===== src/rtl/run_controller_pkg.sv =====
// run_ctrl_pkg
// Shared types and constants for the run controller: FSM state encoding,
// host command encoding and the two system instructions (ECALL/EBREAK)
// that stop the core.
package run_ctrl_pkg;

    typedef enum logic [2:0] {
        ST_IDLE = 3'd0,
        ST_LOAD = 3'd1,
        ST_RUN  = 3'd2,
        ST_STEP = 3'd3,
        ST_HALT = 3'd4
    } state_t;

    typedef enum logic [1:0] {
        CMD_LOAD = 2'b00,
        CMD_RUN  = 2'b01,
        CMD_STEP = 2'b10,
        CMD_HALT = 2'b11
    } cmd_t;

    localparam logic [31:0] INSTR_ECALL  = 32'h0000_0073;
    localparam logic [31:0] INSTR_EBREAK = 32'h0010_0073;

    function automatic logic is_sys_instr(input logic [31:0] i);
        return (i == INSTR_ECALL) || (i == INSTR_EBREAK);
    endfunction

endpackage


===== src/rtl/run_controller_if.sv =====
// run_controller_if
// Host-side bundle of the run controller: the command channel and the
// loader byte channel.
//   cmd_valid/cmd/cmd_ready   command handshake (LOAD/RUN/STEP/HALT)
//   ld_words                  word count, sampled with LOAD
//   ld_valid/ld_data/ld_ready loader byte handshake
// master = host/loader side, slave = run_controller side.
interface run_controller_if
    import run_ctrl_pkg::*;
#(
    parameter int IMEM_WORDS = 256
) ();
    localparam int LDW_W = $clog2(IMEM_WORDS) + 1;

    logic             cmd_valid;
    cmd_t             cmd;
    logic             cmd_ready;
    logic [LDW_W-1:0] ld_words;
    logic             ld_valid;
    logic [7:0]       ld_data;
    logic             ld_ready;

    modport master (
        output cmd_valid, cmd, ld_words, ld_valid, ld_data,
        input  cmd_ready, ld_ready
    );

    modport slave (
        input  cmd_valid, cmd, ld_words, ld_valid, ld_data,
        output cmd_ready, ld_ready
    );
endinterface


===== src/rtl/run_controller_byte_packer.sv =====
// byte_packer
// Collects bytes little-endian into 32-bit words. The first three bytes
// are shifted into a 24-bit accumulator; the fourth byte is combined with
// it combinationally so the full word is available in the accepting cycle.
//   clk, rst_n   clock, async active-low reset
//   clear        drop any partial word
//   byte_valid   byte accepted this cycle
//   byte_data    the byte
//   word_valid   high in the cycle the 4th byte is accepted
//   word         packed word (valid with word_valid)
module byte_packer (
    input  logic        clk,
    input  logic        rst_n,
    input  logic        clear,
    input  logic        byte_valid,
    input  logic [7:0]  byte_data,
    output logic        word_valid,
    output logic [31:0] word
);
    logic [1:0]  cnt;
    logic [23:0] acc;

    assign word_valid = byte_valid && (cnt == 2'd3);
    // Shifting right means byte 0 ends up in [7:0] after three shifts.
    assign word       = {byte_data, acc};

    always_ff @(posedge clk or negedge rst_n) begin
        if (!rst_n) begin
            cnt <= '0;
            acc <= '0;
        end else if (clear) begin
            cnt <= '0;
            acc <= '0;
        end else if (byte_valid) begin
            acc <= {byte_data, acc[23:8]};
            cnt <= cnt + 2'd1;
        end
    end
endmodule


===== src/rtl/run_controller.sv =====
// run_controller
// Sequences a single-cycle RV32I core through program load, free run,
// single step and halt. Loader bytes are packed into instruction-memory
// writes; the core is gated via core_en and held at PC = 0 via core_rst_n
// while idle or loading. Halts on its own when ECALL/EBREAK is fetched.
//   CLK, reset      clock, async active-low reset
//   host            command + loader channels (run_controller_if.slave)
//   imem_we/waddr/wdata  registered instruction-memory write port
//   instr           instruction currently fetched by the core
//   core_en         PC / register-file / data-memory write enable
//   core_rst_n      registered core reset, low in IDLE and LOAD
//   state_o         current state
//   halted          sticky, set on ECALL/EBREAK
//   cycle_cnt       cycles spent in RUN/STEP
//   retired_cnt     cycles with core_en = 1
//
// state | meaning
// IDLE  | core held in reset, waiting for a command
// LOAD  | receiving program bytes, writing IMEM word by word
// RUN   | core free-running until ECALL/EBREAK or HALT command
// STEP  | core runs exactly one cycle
// HALT  | core stopped but out of reset, PC preserved
module run_controller
    import run_ctrl_pkg::*;
#(
    parameter int IMEM_WORDS = 256,
    parameter int CNT_W      = 32
) (
    input  logic             CLK,
    input  logic             reset,
    run_controller_if.slave  host,
    output logic             imem_we,
    output logic [31:0]      imem_waddr,
    output logic [31:0]      imem_wdata,
    input  logic [31:0]      instr,
    output logic             core_en,
    output logic             core_rst_n,
    output logic [2:0]       state_o,
    output logic             halted,
    output logic [CNT_W-1:0] cycle_cnt,
    output logic [CNT_W-1:0] retired_cnt
);
    localparam int LDW_W = $clog2(IMEM_WORDS) + 1;

    state_t           state;
    state_t           state_nxt;
    logic [LDW_W-1:0] idx;
    logic [LDW_W-1:0] words;
    logic [LDW_W-1:0] idx_inc;
    logic [LDW_W-1:0] words_sat;
    logic             cmd_fire;
    logic             ld_fire;
    logic             is_sys;
    logic             ld_start;
    logic             last_word;
    logic             word_valid;
    logic [31:0]      word;
    logic             running;

    assign host.cmd_ready = (state != ST_LOAD);
    assign host.ld_ready  = (state == ST_LOAD);
    assign cmd_fire       = host.cmd_valid && host.cmd_ready;
    assign ld_fire        = host.ld_valid && host.ld_ready;
    assign is_sys         = is_sys_instr(instr);
    assign running        = (state == ST_RUN) || (state == ST_STEP);
    assign core_en        = running && !is_sys;
    assign state_o        = state;

    assign words_sat = (host.ld_words > LDW_W'(IMEM_WORDS)) ? LDW_W'(IMEM_WORDS)
                                                             : host.ld_words;
    assign ld_start  = cmd_fire && (host.cmd == CMD_LOAD) && (host.ld_words != '0)
                       && ((state == ST_IDLE) || (state == ST_HALT));
    assign idx_inc   = idx + LDW_W'(1);
    assign last_word = (state == ST_LOAD) && word_valid && (idx_inc == words);

    byte_packer u_packer (
        .clk        (CLK),
        .rst_n      (reset),
        .clear      (ld_start),
        .byte_valid (ld_fire),
        .byte_data  (host.ld_data),
        .word_valid (word_valid),
        .word       (word)
    );

    always_comb begin
        state_nxt = state;
        case (state)
            ST_IDLE, ST_HALT: begin
                if (cmd_fire) begin
                    case (host.cmd)
                        CMD_LOAD: if (ld_start) state_nxt = ST_LOAD;
                        CMD_RUN:  state_nxt = ST_RUN;
                        CMD_STEP: state_nxt = ST_STEP;
                        default:  state_nxt = state;
                    endcase
                end
            end
            ST_LOAD: if (last_word) state_nxt = ST_IDLE;
            // A HALT accepted in RUN lets the current instruction retire.
            ST_RUN:  if (is_sys || (cmd_fire && host.cmd == CMD_HALT)) state_nxt = ST_HALT;
            ST_STEP: state_nxt = ST_HALT;
            default: state_nxt = ST_IDLE;
        endcase
    end

    always_ff @(posedge CLK or negedge reset) begin
        if (!reset) begin
            state       <= ST_IDLE;
            idx         <= '0;
            words       <= '0;
            imem_we     <= 1'b0;
            imem_waddr  <= '0;
            imem_wdata  <= '0;
            core_rst_n  <= 1'b0;
            halted      <= 1'b0;
            cycle_cnt   <= '0;
            retired_cnt <= '0;
        end else begin
            state      <= state_nxt;
            core_rst_n <= (state_nxt == ST_RUN) || (state_nxt == ST_STEP)
                          || (state_nxt == ST_HALT);
            imem_we    <= 1'b0;

            if (ld_start) begin
                idx         <= '0;
                words       <= words_sat;
                cycle_cnt   <= '0;
                retired_cnt <= '0;
                halted      <= 1'b0;
            end

            if ((state == ST_LOAD) && word_valid) begin
                imem_we    <= 1'b1;
                imem_waddr <= {{(30-LDW_W){1'b0}}, idx, 2'b00};
                imem_wdata <= word;
                idx        <= idx_inc;
            end

            if (running) begin
                cycle_cnt <= cycle_cnt + CNT_W'(1);
                if (core_en) retired_cnt <= retired_cnt + CNT_W'(1);
                if (is_sys)  halted      <= 1'b1;
            end
        end
    end
endmodule


===== src/flat_wrapper.sv =====
// flat-port wrapper written by rule: the top's interface ports become plain ports
module run_controller_flat import run_ctrl_pkg::*;
#(
    parameter int IMEM_WORDS = 256,
    parameter int CNT_W      = 32
)
  (CLK, reset, imem_we, imem_waddr, imem_wdata, instr, core_en, core_rst_n, state_o, halted, cycle_cnt, retired_cnt, host_cmd_valid, host_cmd, host_ld_words, host_ld_valid, host_ld_data, host_cmd_ready, host_ld_ready);
  run_controller_if #(.IMEM_WORDS(IMEM_WORDS)) host_i ();
  input  logic CLK;
  input  logic reset;
  output logic imem_we;
  output logic [31:0] imem_waddr;
  output logic [31:0] imem_wdata;
  input  logic [31:0] instr;
  output logic core_en;
  output logic core_rst_n;
  output logic [2:0] state_o;
  output logic halted;
  output logic [CNT_W-1:0] cycle_cnt;
  output logic [CNT_W-1:0] retired_cnt;
  input wire logic [$bits(host_i.cmd_valid)-1:0] host_cmd_valid;
  input wire logic [$bits(host_i.cmd)-1:0] host_cmd;
  input wire logic [$bits(host_i.ld_words)-1:0] host_ld_words;
  input wire logic [$bits(host_i.ld_valid)-1:0] host_ld_valid;
  input wire logic [$bits(host_i.ld_data)-1:0] host_ld_data;
  output wire logic [$bits(host_i.cmd_ready)-1:0] host_cmd_ready;
  output wire logic [$bits(host_i.ld_ready)-1:0] host_ld_ready;
  assign host_i.cmd_valid = host_cmd_valid;
  assign host_i.cmd = host_cmd;
  assign host_i.ld_words = host_ld_words;
  assign host_i.ld_valid = host_ld_valid;
  assign host_i.ld_data = host_ld_data;
  assign host_cmd_ready = host_i.cmd_ready;
  assign host_ld_ready = host_i.ld_ready;
  run_controller #(.IMEM_WORDS(IMEM_WORDS), .CNT_W(CNT_W)) u_core (.CLK(CLK), .reset(reset), .host(host_i), .imem_we(imem_we), .imem_waddr(imem_waddr), .imem_wdata(imem_wdata), .instr(instr), .core_en(core_en), .core_rst_n(core_rst_n), .state_o(state_o), .halted(halted), .cycle_cnt(cycle_cnt), .retired_cnt(retired_cnt));
endmodule

===== config.mk =====
export PLATFORM = sky130hd
export DESIGN_NAME = run_controller_flat
export DESIGN_NICKNAME = d
export VERILOG_FILES = /design/src/rtl/run_controller_pkg.sv /design/src/rtl/run_controller_if.sv /design/src/rtl/run_controller_byte_packer.sv /design/src/rtl/run_controller.sv /design/src/flat_wrapper.sv
export SDC_FILE = /design/constraint.sdc
export NUM_CORES = 1
export LEC_CHECK = 0
export CORE_MARGIN = 3
export CORE_UTILIZATION = 49
export DETAILED_ROUTE_END_ITERATION = 10
export PLACE_DENSITY_LB_ADDON = 0.15
export SETUP_SLACK_MARGIN = 0.2
export SLEW_MARGIN = 10
export SYNTH_ARGS = -nofsm -noshare
export SYNTH_HDL_FRONTEND = slang
export SYNTH_SLANG_ARGS = --single-unit
export TNS_END_PERCENT = 100

===== constraint.sdc =====
create_clock -name CLK -period 2.6 [get_ports CLK]
set_clock_uncertainty 0.05 [all_clocks]
set_input_delay 0.52 -clock CLK [delete_from_list [all_inputs] [get_ports CLK]]
set_output_delay 0.52 -clock CLK [all_outputs]
set_load 0.05 [all_outputs]

==> impl_summary.md, run 1 <==
Finish
Leaving out fill and tap cells, the most frequent cells in the layout are 255 x sky130_fd_sc_hd__nand2_1, 153 x sky130_fd_sc_hd__dfrtp_1, 147 x sky130_fd_sc_hd__clkdlybuf4s50_1. The most common cell after layout, fill and taps aside is sky130_fd_sc_hd__nand2_1. The area of all sequential standard cells is 3880 µm². The number of antenna diodes in the final layout is 0.

The layout has 1,174 filler cells. The layout overhead on the synthesized area is 37.5%. For this run, the post-layout net count is 1,074.

The share of post-route cells with drive strength above 1 is 0.107. The footprint of the multi-input gates is 3250 µm². The final non-filler cell area is 10,100 µm².

Clock tree
The count of hold-fix buffers inserted at cts is 0. The number of buffers on the longest clock path is 2. The TritonCTS clock tree is built. The clock root buffer is sky130_fd_sc_hd__clkbuf_16. After clock tree synthesis, the clock-pin slew on the worst setup and hold paths is 0.06 ns. The H-tree level count is 4. The clock insertion delay at the later pin of the skew report is 0.43 ns. The total clock buffers created by CTS is 17. The clock net sink count is 155.

Route
The number of routed nets with antenna violations is 0. The number of remaining DRC errors is 0. The routed layout has 6,463 vias. Using the TritonRoute via totals, the vias-per-cell ratio works out to 5.35. The aggregate routed wire length is 19.1 mm.

The count of TritonRoute iterations in the first routing pass is 5. The routed wirelength normalized by instance count is 15.8 µm. The detailed router's first-iteration violation count is 374.

Worst setup path
The worst setup path is captured at a primary output. The internal reg-to-reg setup slack is 0.40 ns. At the worst endpoint, the required time is 2.03 ns. The worst-path maximum fanout is 2. The critical path startpoint category is a primary input. The critical path class is primary input to primary output.

The worst endpoint data arrival time is 1.77 ns.

GRT
Global routing finished with a remaining overflow of 0. The initial antenna violation count is 2. Entering global routing, the biggest net connects 65 pins. For this run, the total global-route usage over all layers was measured as 0.238.

The via count of the first global-routing pass is 6,346. The global-route wire length before repair is 31.3 mm.

Synth
The cell accounting for the most synthesized area is sky130_fd_sc_hd__dfrtp_1. Synthesis produced 813 cells. For this run, the leading register cell type out of synthesis is sky130_fd_sc_hd__dfrtp_1.

The share of the Yosys chip area taken by registers is 0.526. For this run, the number of Yosys warnings is 0. The mean post-synth cell area is 9.07 µm². The cell area after technology mapping is 7370 µm². The number of distinct library cells after synthesis is 60.

The count of flip-flops with a built-in enable after synthesis is 0. In the post-synthesis netlist, the biggest area contributors are sky130_fd_sc_hd__dfrtp_1 53%, sky130_fd_sc_hd__nand2_1 13%, sky130_fd_sc_hd__o21ai_0 2.9%. The async set-reset flop share out of synthesis is 1.00. Counting flops and latches in the post-synthesis netlist gives 155. Of the post-synthesis cell area, the dominant cell type holds 0.526.

Flow run
The max-cap check violation count is 0.

Power and ir drop
The worst-case IR drop observed on VDD is 0.000534 V. Of the total power, the share spent switching nets is 0.389. The leakage power is 4.67 nW.

Of the total power, combinational logic draws 0.325. The design draws 8.57 mW. The net switching power is 3.34 mW. In this run the power density over the cells is 846 nW/µm². The total internal power is 5.24 mW. The share of total power dissipated in sequential elements is 0.391. The share of total power dissipated in the clock network is 0.284.

Die
The initial utilization of the core area, before any placement, comes to 0.503. In this run the standard cell core region covers 14,600 µm². The die covers 16,600 µm². The horizontal extent of the die is 129 µm. The die height is 129 µm. In this run the core area contains 44 standard-cell rows.

The number of primary I/O pins is 192.

Hold path
The classification of the worst-slack hold path is primary input to async pin.

Placement
In this run the cell area measured after placement is 9490 µm². The half-perimeter wire length of the detailed placement result is 13.6 mm. The congestion estimate from routability-driven global placement came to 0.830. Before CTS, the worst setup slack after placement is -0.164 ns. The count of buffers from port buffering is 167.

STA
The final hold slack is 0.0158 ns. The worst pin sits at a relative slew slack of 0.594. The max-slew violation count was 0. In the finished design, the share of the clock period the worst path needs comes to 0.898. Setup violations remaining at the end of the flow were counted as 0. Setup repair after global routing left no endpoint under its margin.

The slew at the pin with the worst max-slew slack is 0.609 ns. The highest achievable clock rate is 428 MHz. The count of final hold-check violations came to 0.

The clock period could shrink to 2.34 ns. Setup slack on the critical path of the routed design comes to 0.264 ns.

Run status
The flow ran to the end, and the final reports show no timing, DRC or antenna violations.
==> metal layers <==
| layer | up-vias | track usage | share of wire |
|---|---|---|---|
| met1 | 3078 | 0.297 | 0.42 |
| li1 | 3166 | - | - |
| met3 | 25 | 0.0814 | 0.066 |
| met2 | 192 | 0.396 | 0.50 |
| met4 | 2 | 0.0649 | 0.013 |
| met5 | - | 0 | 0.00063 |
==> power groups by stage <==
| stage | registers [mW] | clock network [mW] | logic (mW) |
|---|---|---|---|
| after floorplan | 4.09 | 0 | 1.05 |
| after global placement | 3.36 | 0 | 2.73 |
| after detailed placement | 3.38 | 0 | 2.78 |
| after CTS | 3.35 | 2.47 | 2.81 |
| after global routing | 3.42 | 2.59 | 3.01 |
| final | 3.35 | 2.43 | 2.79 |
==> repair_timing <==
item / in CTS / in global routing
gates resized for setup: 14 / 17
endpoints found under the setup margin: 3 / 5
cloned: 0 / 0
pin swaps: 3 / 9
setup buffers: 0 / 1
==> critical path, stage by stage <==
cell                              delay, ns
sky130_fd_sc_hd__clkdlybuf4s50_1       0.41
sky130_fd_sc_hd__nor4_2                0.22
sky130_fd_sc_hd__nand4_1               0.17
sky130_fd_sc_hd__o21ai_2               0.22
sky130_fd_sc_hd__inv_2                 0.07
sky130_fd_sc_hd__buf_8                 0.15
==> cells by family after synthesis <==
group | count (synthesis) | share of synthesized area
simple gates | 405 | 0.247
flops | 155 | 0.526
compound gates | 133 | 0.116
buf+inv | 76 | 0.0528
xor+xnor | 19 | 0.0226
mux | 17 | 0.0231
fa+ha+maj | 7 | 0.0119
other cells | 1 | 0.000509
==> Yosys cell counts, types with 3 or more instances <==
cell type / instances
sky130_fd_sc_hd__nand2b_1: 6
sky130_fd_sc_hd__clkbuf_1: 24
sky130_fd_sc_hd__nand2_1: 255
sky130_fd_sc_hd__dfrtp_1: 155
sky130_fd_sc_hd__nand3_1: 41
sky130_fd_sc_hd__nand4_1: 17
sky130_fd_sc_hd__ha_1: 7
sky130_fd_sc_hd__nor2_1: 27
sky130_fd_sc_hd__nor3_1: 13
sky130_fd_sc_hd__nor4_1: 6
sky130_fd_sc_hd__o211ai_1: 19
sky130_fd_sc_hd__and4_1: 4
sky130_fd_sc_hd__o21ai_0: 42
sky130_fd_sc_hd__and2_1: 3
sky130_fd_sc_hd__a21oi_1: 28
sky130_fd_sc_hd__inv_1: 15
sky130_fd_sc_hd__o41ai_1: 3
sky130_fd_sc_hd__and3_1: 9
sky130_fd_sc_hd__xnor2_1: 10
sky130_fd_sc_hd__buf_4: 23
sky130_fd_sc_hd__buf_1: 5
sky130_fd_sc_hd__buf_2: 8
sky130_fd_sc_hd__mux2i_1: 17
sky130_fd_sc_hd__o31ai_1: 20
sky130_fd_sc_hd__xor2_1: 9
==> sequential cells by signal (all words and copies together), names as in the netlist <==
name,count
u_core.imem_we,1
u_core.halted,1
u_core.imem_wdata,32
u_core.core_rst_n,1
u_core.u_packer.cnt,2
u_core.cycle_cnt,32
u_core.u_packer.acc,24
u_core.idx,9
u_core.state_o,3
u_core.words,9
u_core.imem_waddr,9
u_core.retired_cnt,32
==> cell type report <==
| class | instances | area share |
|---|---|---|
| tap | 184 | 0.0227 |
| multi-input combinational | 604 | 0.320 |
| timing repair buffer | 219 | 0.212 |
| sequential | 155 | 0.383 |
| clock buffer | 17 | 0.0420 |
| inverter | 15 | 0.00555 |
| clock inverter | 15 | 0.0151 |
==> metrics by stage <==
step | setup TNS, ns | std cells | util
global placement | -0.620 | 1176 | 0.648
finish | 0 | 1209 | 0.692
global route | 0 | 1209 | 0.692
CTS | 0 | 1208 | 0.689
floorplan | 0 | 835 | -
detailed placement | -1.72 | 1176 | 0.648
==> path summary, 6_finish.rpt <==
kind | start | endpoint | cells past startpoint
worst max register to register | u_core.cycle_cnt[0]$_DFFE_PN0P_ | u_core.cycle_cnt[28]$_DFFE_PN0P_ | 7
worst min register to register | u_core.u_packer.acc[5]$_DFFE_PN0P_ | u_core.imem_wdata[5]$_DFFE_PN0P_ | 2
worst max-delay path | instr[12] | core_en | 6
worst min-delay path | reset | u_core.idx[0]$_DFFE_PN0P_ | 1
max in group asynchronous | reset | u_core.cycle_cnt[12]$_DFFE_PN0P_ | 2
min in group CLK | u_core.u_packer.acc[5]$_DFFE_PN0P_ | u_core.imem_wdata[5]$_DFFE_PN0P_ | 2
Note: power is estimated with default switching activity, not from simulation.
==> run 2, diff against run 1 <==
--- a/config.mk
+++ b/config.mk
@@ -9,7 +9,7 @@
 export CORE_UTILIZATION = 49
 export DETAILED_ROUTE_END_ITERATION = 10
 export PLACE_DENSITY_LB_ADDON = 0.15
-export SETUP_SLACK_MARGIN = 0.2
+export SETUP_SLACK_MARGIN = 0.4
 export SLEW_MARGIN = 10
 export SYNTH_ARGS = -nofsm -noshare
 export SYNTH_HDL_FRONTEND = slang
==> run 2 against run 1 <==
  * Non-clock buffer count fell by 1
  * Die area did not move
  * First-iteration DRC count rose by 57%
  * Final area rose by 1.2%
  * Clock power barely moved
  * Register-to-register slack improved by 0.11 ns
  * Combinational power barely moved
  * Clock-buffer cell count rose by 1
  * Critical path depth fell by 1
  * Core utilization rose by 0.85 points
  * Cell count barely moved
  * Fmax rose by 3.4%
  * Largest power group unchanged
==> impl_summary.md, run 2 (synthesis gave the netlist of run 1 again) <==
STA
Dividing the final minimum period by the clock period gives 0.869. The max-slew violation count is 0. Setup repair after global routing could not meet its margin everywhere. Once routing completed, OpenROAD measured the worst setup slack at 0.341 ns. Hold is met by 0.418 ns. The total negative slack is 0 ns. In this run the tightest slew margin relative to its limit is 0.617. For the pin with the worst max-slew slack, the measured transition is 0.577 ns.

The highest achievable clock rate is 443 MHz. The final number of setup-violating endpoints is 0. The time the final worst path needs with I/O delays and setup is 2.26 ns.

The count of final hold-check violations is 0.

Clock tree
The clock input transition at the sequential cells of the worst setup and hold paths is 0.07 ns. TritonCTS built the clock tree. The total clock buffers created by CTS is 17. Clock latency on the worst-skew pair, taken at its later pin, is 0.43 ns. The clock root buffer is sky130_fd_sc_hd__clkbuf_16. The H-tree level count is 4.

In this run the deepest clock path goes through 2 buffers. The clock net sink count is 155.

Worst setup path
The critical path startpoint category is a register. The critical path endpoint category is a primary output. The critical path startpoint is u_core.state_o[1]$_DFF_PN0_. The library cell contributing the largest single delay on the critical path is sky130_fd_sc_hd__dfrtp_2. Along the worst path, the maximum fanout reaches 15. Walking the worst path, the cells encountered are nor2b_2 -> buf_6 -> o21ai_2 -> inv_2 -> buf_8.

The largest single stage delay on the critical path is 0.50 ns. Data on the critical path arrives at its endpoint at 1.69 ns. The critical path class is register to primary output.

In this run the critical register-to-register path is launched from u_core.idx[2]$_DFFE_PN0P_. Setup slack on the worst reg-to-reg path comes out at 0.51 ns. At the worst endpoint, the required time is 2.03 ns.

Finish
After filler insertion, the fill cell instance count of the layout stands at 1,173. The most common cell after layout, fill and taps aside is sky130_fd_sc_hd__nand2_1. Leaving out fill and tap cells, the most frequent cells in the layout are 254 x sky130_fd_sc_hd__nand2_1, 135 x sky130_fd_sc_hd__dfrtp_1, 88 x sky130_fd_sc_hd__dlygate4sd2_1. The finished cells cover 10,300 µm². Once layout is complete, the utilization of the core stands at 0.701. From synthesis to final layout, the design area changed by 39.2%. The largest registers in the layout are u_core.cycle_cnt: 32 flops, u_core.imem_wdata: 32 flops, u_core.retired_cnt: 32 flops. The final cell count without fillers is 1,208. The final net count is 1,073. The share of post-route cells with drive strength above 1 is 0.133.

The number of antenna diodes in the final layout is 0.

Power and ir drop
For this design the total switching power over the nets is 3.31 mW. The logic gate share of total power is 0.326. In this run the static leakage power is 5.30 nW. The share of total power dissipated in sequential elements is 0.391. The switching share of power is 0.388. The clock share of power is 0.283.

The largest voltage drop on the vdd net is 0.000524 V. The total power draw is 8.53 mW. The internal portion of the total power is 5.23 mW. Dividing total power by cell area gives a power density of 832 nW/µm².

Placement
The count of buffers from port buffering is 167. The cell count after placement is 1,167. Once placement finished, the instance area stood at 9480 µm². The half-perimeter wire length of the detailed placement result is 13.0 mm. The congestion estimate from routability-driven global placement came to 0.819. The pre-CTS worst setup slack is -0.170 ns.

Die
The floorplan step set the die width to 129 µm. For this design the top-level I/O count stands at 192. The die covers 16,600 µm².

The initial utilization of the core area, before any placement, comes to 0.503. The floorplan has 44 rows. After floorplanning, the core was sized to cover 14,600 µm². The die height is 129 µm.

Route
The pre-antenna-repair detailed-routing pass consisted of 7 iterations. Summed over all layers, the routed wires come to 19.0 mm. After the first detailed-routing iteration, the DRC count stood at 587.

The via count of the routed design is 6,537. Using the TritonRoute via totals, the vias-per-cell ratio works out to 5.41. The routed wirelength normalized by instance count is 15.7 µm.

The number of remaining DRC errors is 0. The count of nets left with antenna violations once routing finished came out at 0.

Flow run
The max-cap check violation count is 0.

GRT
The via count of the first global-routing pass was 6,103. The first global-routing pass estimated 30.3 mm of wire. The remaining global-route overflow is 0. In the global route stage, overall resource usage came out at 0.228.

The initial antenna violation count is 0. Entering global routing, the biggest net connects 55 pins.

Hold path
The classification of the worst-slack hold path is register to register. The startpoint identified for the worst hold timing path is u_core.u_packer.acc[7]$_DFFE_PN0P_.

Run status
The run finished with clean final reports.
[run 2: cell types whose count changed in the layout (fill, tap and decap cells not counted), sizes merged, moves of 2 or more]
cell           change
dlymetal6s2s      +12
dlygate4sd2       +84
clkdlybuf4s50     -95
clkbuf             +5
clkinv             +2
buf                -6
inv                -4
[run 2: worst max-delay path: cells and delay by family (launching register included)]
| kind | cells | cell delay (ns) |
|---|---|---|
| simple gates | 1 | 0.25 |
| compound gates | 1 | 0.08 |
| buf+inv | 3 | 0.42 |
| flops | 1 | 0.50 |
[run 2: layout make-up]
type                       count  area [µm²]  share of cell area
sequential                   155        3900               0.380
multi-input combinational    604        3300               0.322
timing repair buffer         218        2190               0.214
clock buffer                  18         439              0.0428
tap                          184         230              0.0224
clock inverter                14         138              0.0134
inverter                      15        56.3             0.00549
[run 2: path summary, 6_finish.rpt]
| kind | endpoint | cells after the start |
|---|---|---|
| min in group asynchronous | u_core.words[0]$_DFFE_PN0P_ | 2 |
| max in group asynchronous | u_core.retired_cnt[1]$_DFF_PN0_ | 3 |
| min reg2reg | u_core.imem_wdata[7]$_DFFE_PN0P_ | 2 |
| max reg2reg | u_core.core_rst_n$_DFF_PN0_ | 6 |
| min | u_core.imem_wdata[7]$_DFFE_PN0P_ | 2 |
| max | core_en | 5 |
[run 2: what timing repair did]
| item | in CTS | in global routing |
|---|---|---|
| setup endpoints to repair | 73 | 72 |
| buffers inserted | 1 | 3 |
| hold endpoints to repair | 36 | 0 |
| pin swaps | 13 | 7 |
| hold buffers | 1 | 0 |
| cloned | 0 | 4 |
| gates resized for setup | 104 | 35 |
[run 2: metal layers]
layer	track usage	vias to the layer above	share of wire
met1	0.294	3121	0.42
met5	0	-	0
li1	-	3152	-
met3	0.0660	24	0.072
met2	0.374	240	0.50
met4	0.0735	0	0.013
[run 2: power groups by stage]
stage	Clock, mW	Sequential, mW	Combinational (mW)
2_1_floorplan	0	4.10	1.06
3_3_place_gp	0	3.36	2.76
3_5_place_dp	0	3.37	2.80
4_1_cts	2.46	3.33	2.75
5_1_grt	2.58	3.41	2.99
6_report	2.41	3.34	2.79
==> run 3, diff against run 2 <==
--- a/config.mk
+++ b/config.mk
@@ -8,7 +8,7 @@
 export CORE_MARGIN = 3
 export CORE_UTILIZATION = 49
 export DETAILED_ROUTE_END_ITERATION = 10
-export PLACE_DENSITY_LB_ADDON = 0.15
+export PLACE_DENSITY = 0.8
 export SETUP_SLACK_MARGIN = 0.4
 export SLEW_MARGIN = 10
 export SYNTH_ARGS = -nofsm -noshare
==> run 3 against run 2 <==
  * Clock power grew 7%
  * Wire length rose by 1.2%
  * Critical path depth shrank 4
  * Critical endpoint is now imem_wdata[20]
  * Core utilization shrank 0.44 points
  * Clock-buffer cell count unchanged
  * Highest routed layer is now met5
  * Worst hold slack lost 0.066 ns
==> impl_summary.md, run 3 (synthesis gave the netlist of run 1 again) <==
STA
Setup repair after global routing left no endpoint under its margin. The count of final hold-check violations is 0. The worst max-slew margin expressed relative to the limit is 0.622. For the pin with the worst max-slew slack, the measured transition is 0.570 ns.

The final number of setup-violating endpoints is 0. The max-slew violation count came to 0. Setup total negative slack on the finished layout was measured at 0 ns. Hold is met by 0.353 ns. After layout, the worst setup slack is 0.434 ns.

The time the final worst path needs with I/O delays and setup is 2.17 ns. The post-route clock period utilization is 0.833. The highest achievable clock rate is 462 MHz.

Die
The initial utilization of the core area, before any placement, comes to 0.503. The floorplan step defined a die boundary enclosing 16,600 µm². Measured along the x axis, the die boundary spans 129 µm. After floorplanning, the core was divided into 44 placement rows. The area of the placeable core is 14,600 µm².

Measured along the y axis, the die boundary spans 129 µm. During I/O placement, the number of pins put on the boundary was 192.

Finish
In the final layout, the multi-input gates occupy 3350 µm². The final cell count without fillers is 1,206. The layout overhead on the synthesized area is 38.3%. The top cell types in the final layout, fill and taps aside, are 252 x sky130_fd_sc_hd__nand2_1, 134 x sky130_fd_sc_hd__dfrtp_1, 82 x sky130_fd_sc_hd__dlygate4sd2_1.

The post-route core utilization is 0.696. In the final layout, the registers with the most flip-flops are u_core.cycle_cnt: 32 flops, u_core.imem_wdata: 32 flops, u_core.retired_cnt: 32 flops. The area of all sequential standard cells is 3910 µm². The final net count is 1,070.

Summing all non-filler instances in the final layout gives an area of 10,200 µm². The fill cell total of the finished layout is 1,132. Leaving out fill and tap cells, the most frequent cell in the layout is sky130_fd_sc_hd__nand2_1.

The share of post-route cells with drive strength above 1 is 0.148.

Worst setup path
The endpoint of the lowest-slack register-to-register path is u_core.retired_cnt[31]$_DFF_PN0_. Data on the critical path arrives at its endpoint at 1.60 ns. The library cell contributing the largest single delay on the critical path is sky130_fd_sc_hd__clkdlybuf4s50_1.

Traced cell by cell, the critical path runs through clkdlybuf4s50_1. In this run the register-to-register setup slack is 0.47 ns. The data required time of the critical path is 2.03 ns. The largest delay contributor family on the critical path is buffers and inverters. The critical path endpoint category is a primary output. Together, buffers and inverters on the worst path number 1. The critical path startpoint category is a register. The worst-case reg-to-reg path depth is 7. For this run, the slowest stage of the critical path takes 0.82 ns. The worst-path maximum fanout is 2. The startpoint of the worst register-to-register path is u_core.retired_cnt[4]$_DFF_PN0_. By startpoint and endpoint, the worst setup path is classified as register to primary output.

Run status
The run finished with clean final reports.

GRT
For this run the aggregate overflow at the end of global routing stands at 0. The global-route wire length before repair is 30.3 mm. Across every metal layer, demand over resource in global routing totals 0.227. The pin count of the biggest net entering global routing is 57. The initial antenna violation count is 2. The via count of the first global-routing pass is 6,157.

Clock tree
Clock tree synthesis found a total of 155 sinks. Clock tree synthesis inserted a total of 17 buffers. In this run the clock root is driven by a sky130_fd_sc_hd__clkbuf_16. The number of buffers on the longest clock path is 2. TritonCTS built the clock tree. The clock tree synthesis step divided the H-tree into 4 levels. The later pin in the worst-skew pair is clocked with a latency of 0.43 ns.

Clock-pin slew was measured on the worst setup and hold paths at 0.07 ns.

Placement
The number of placed instances, taps included, is 1,158. The count of buffers from port buffering is 167. The pre-CTS worst setup slack is -0.143 ns. The placed instances occupy a cell area of 9360 µm². At the end of routability-driven placement, the weighted congestion stood at 0.857. Detailed placement ended at an HPWL of 13.1 mm.

Hold path
The origin of the worst min-delay path is host_ld_words[2]. The worst-case hold path end point is u_core.words[2]$_DFFE_PN0P_. The worst hold path belongs to the class primary input to register. The worst hold path depth is 3.

Power and ir drop
The leakage power is 5.19 nW. The largest voltage drop on the vdd net is 0.000533 V. The power per unit of standard cell area is 854 nW/µm². The total power draw is 8.71 mW.

Route
Detailed routing inserted a total of 6,581 vias. The routed via count divided by cell count is 5.46. The count of nets left with antenna violations once routing finished came out at 0. The number of remaining DRC errors is 0. The first detailed-routing pass ran for 5 iterations. For this block, the initial DRC count from the detailed router was 510.

The aggregate routed wire length is 19.2 mm. The routed wirelength normalized by instance count is 15.9 µm.

Flow run
The max-cap check violation count is 0.
run 3: area by class of cell:
| class | instances | share of cell area |
|---|---|---|
| Sequential cell | 155 | 0.383 |
| Multi-Input combinational cell | 604 | 0.329 |
| Timing Repair Buffer | 215 | 0.200 |
| Clock buffer | 18 | 0.0431 |
| Tap cell | 184 | 0.0226 |
| Clock inverter | 14 | 0.0168 |
| Inverter | 15 | 0.00552 |
| Antenna cell | 1 | 0.000245 |
run 3: what timing repair did:
action | 4_1_cts | 5_1_grt
pin swaps | 14 | 15
hold buffers | 1 | 0
endpoints found under the setup margin | 86 | 96
gates resized for setup | 129 | 72
buffers inserted | 1 | 10
endpoints found under the hold margin | 43 | 0
cloned | 0 | 3
run 3: worst max-delay path by stage:
stage	cells after the start	end	startpoint
final	1	imem_wdata[20]	u_core.imem_wdata[20]$_DFFE_PN0P_
after CTS	3	host_cmd_ready	u_core.state_o[2]$_DFF_PN0_
after detailed placement	8	u_core.cycle_cnt[8]$_DFFE_PN0P_	host_ld_words[4]
after floorplan	3	host_cmd_ready	u_core.state_o[1]$_DFF_PN0_
after global placement	8	u_core.cycle_cnt[8]$_DFFE_PN0P_	host_ld_words[0]
after global routing	6	core_en	instr[8]
run 3: where the power goes:
group / total [mW] / switching, mW / internal, mW / leakage [nW]
logic: 2.81 / 1.85 / 0.958 / 2.80
registers: 3.33 / 0.428 / 2.90 / 2.10
clock network: 2.57 / 1.09 / 1.48 / 0.292
run 3: layer usage:
layer,vias to the layer above,share of wire,track usage
met2,220,0.50,0.368
met3,31,0.065,0.0689
met4,2,0.016,0.0735
met5,-,0.00036,0
li1,3148,-,-
met1,3180,0.42,0.294
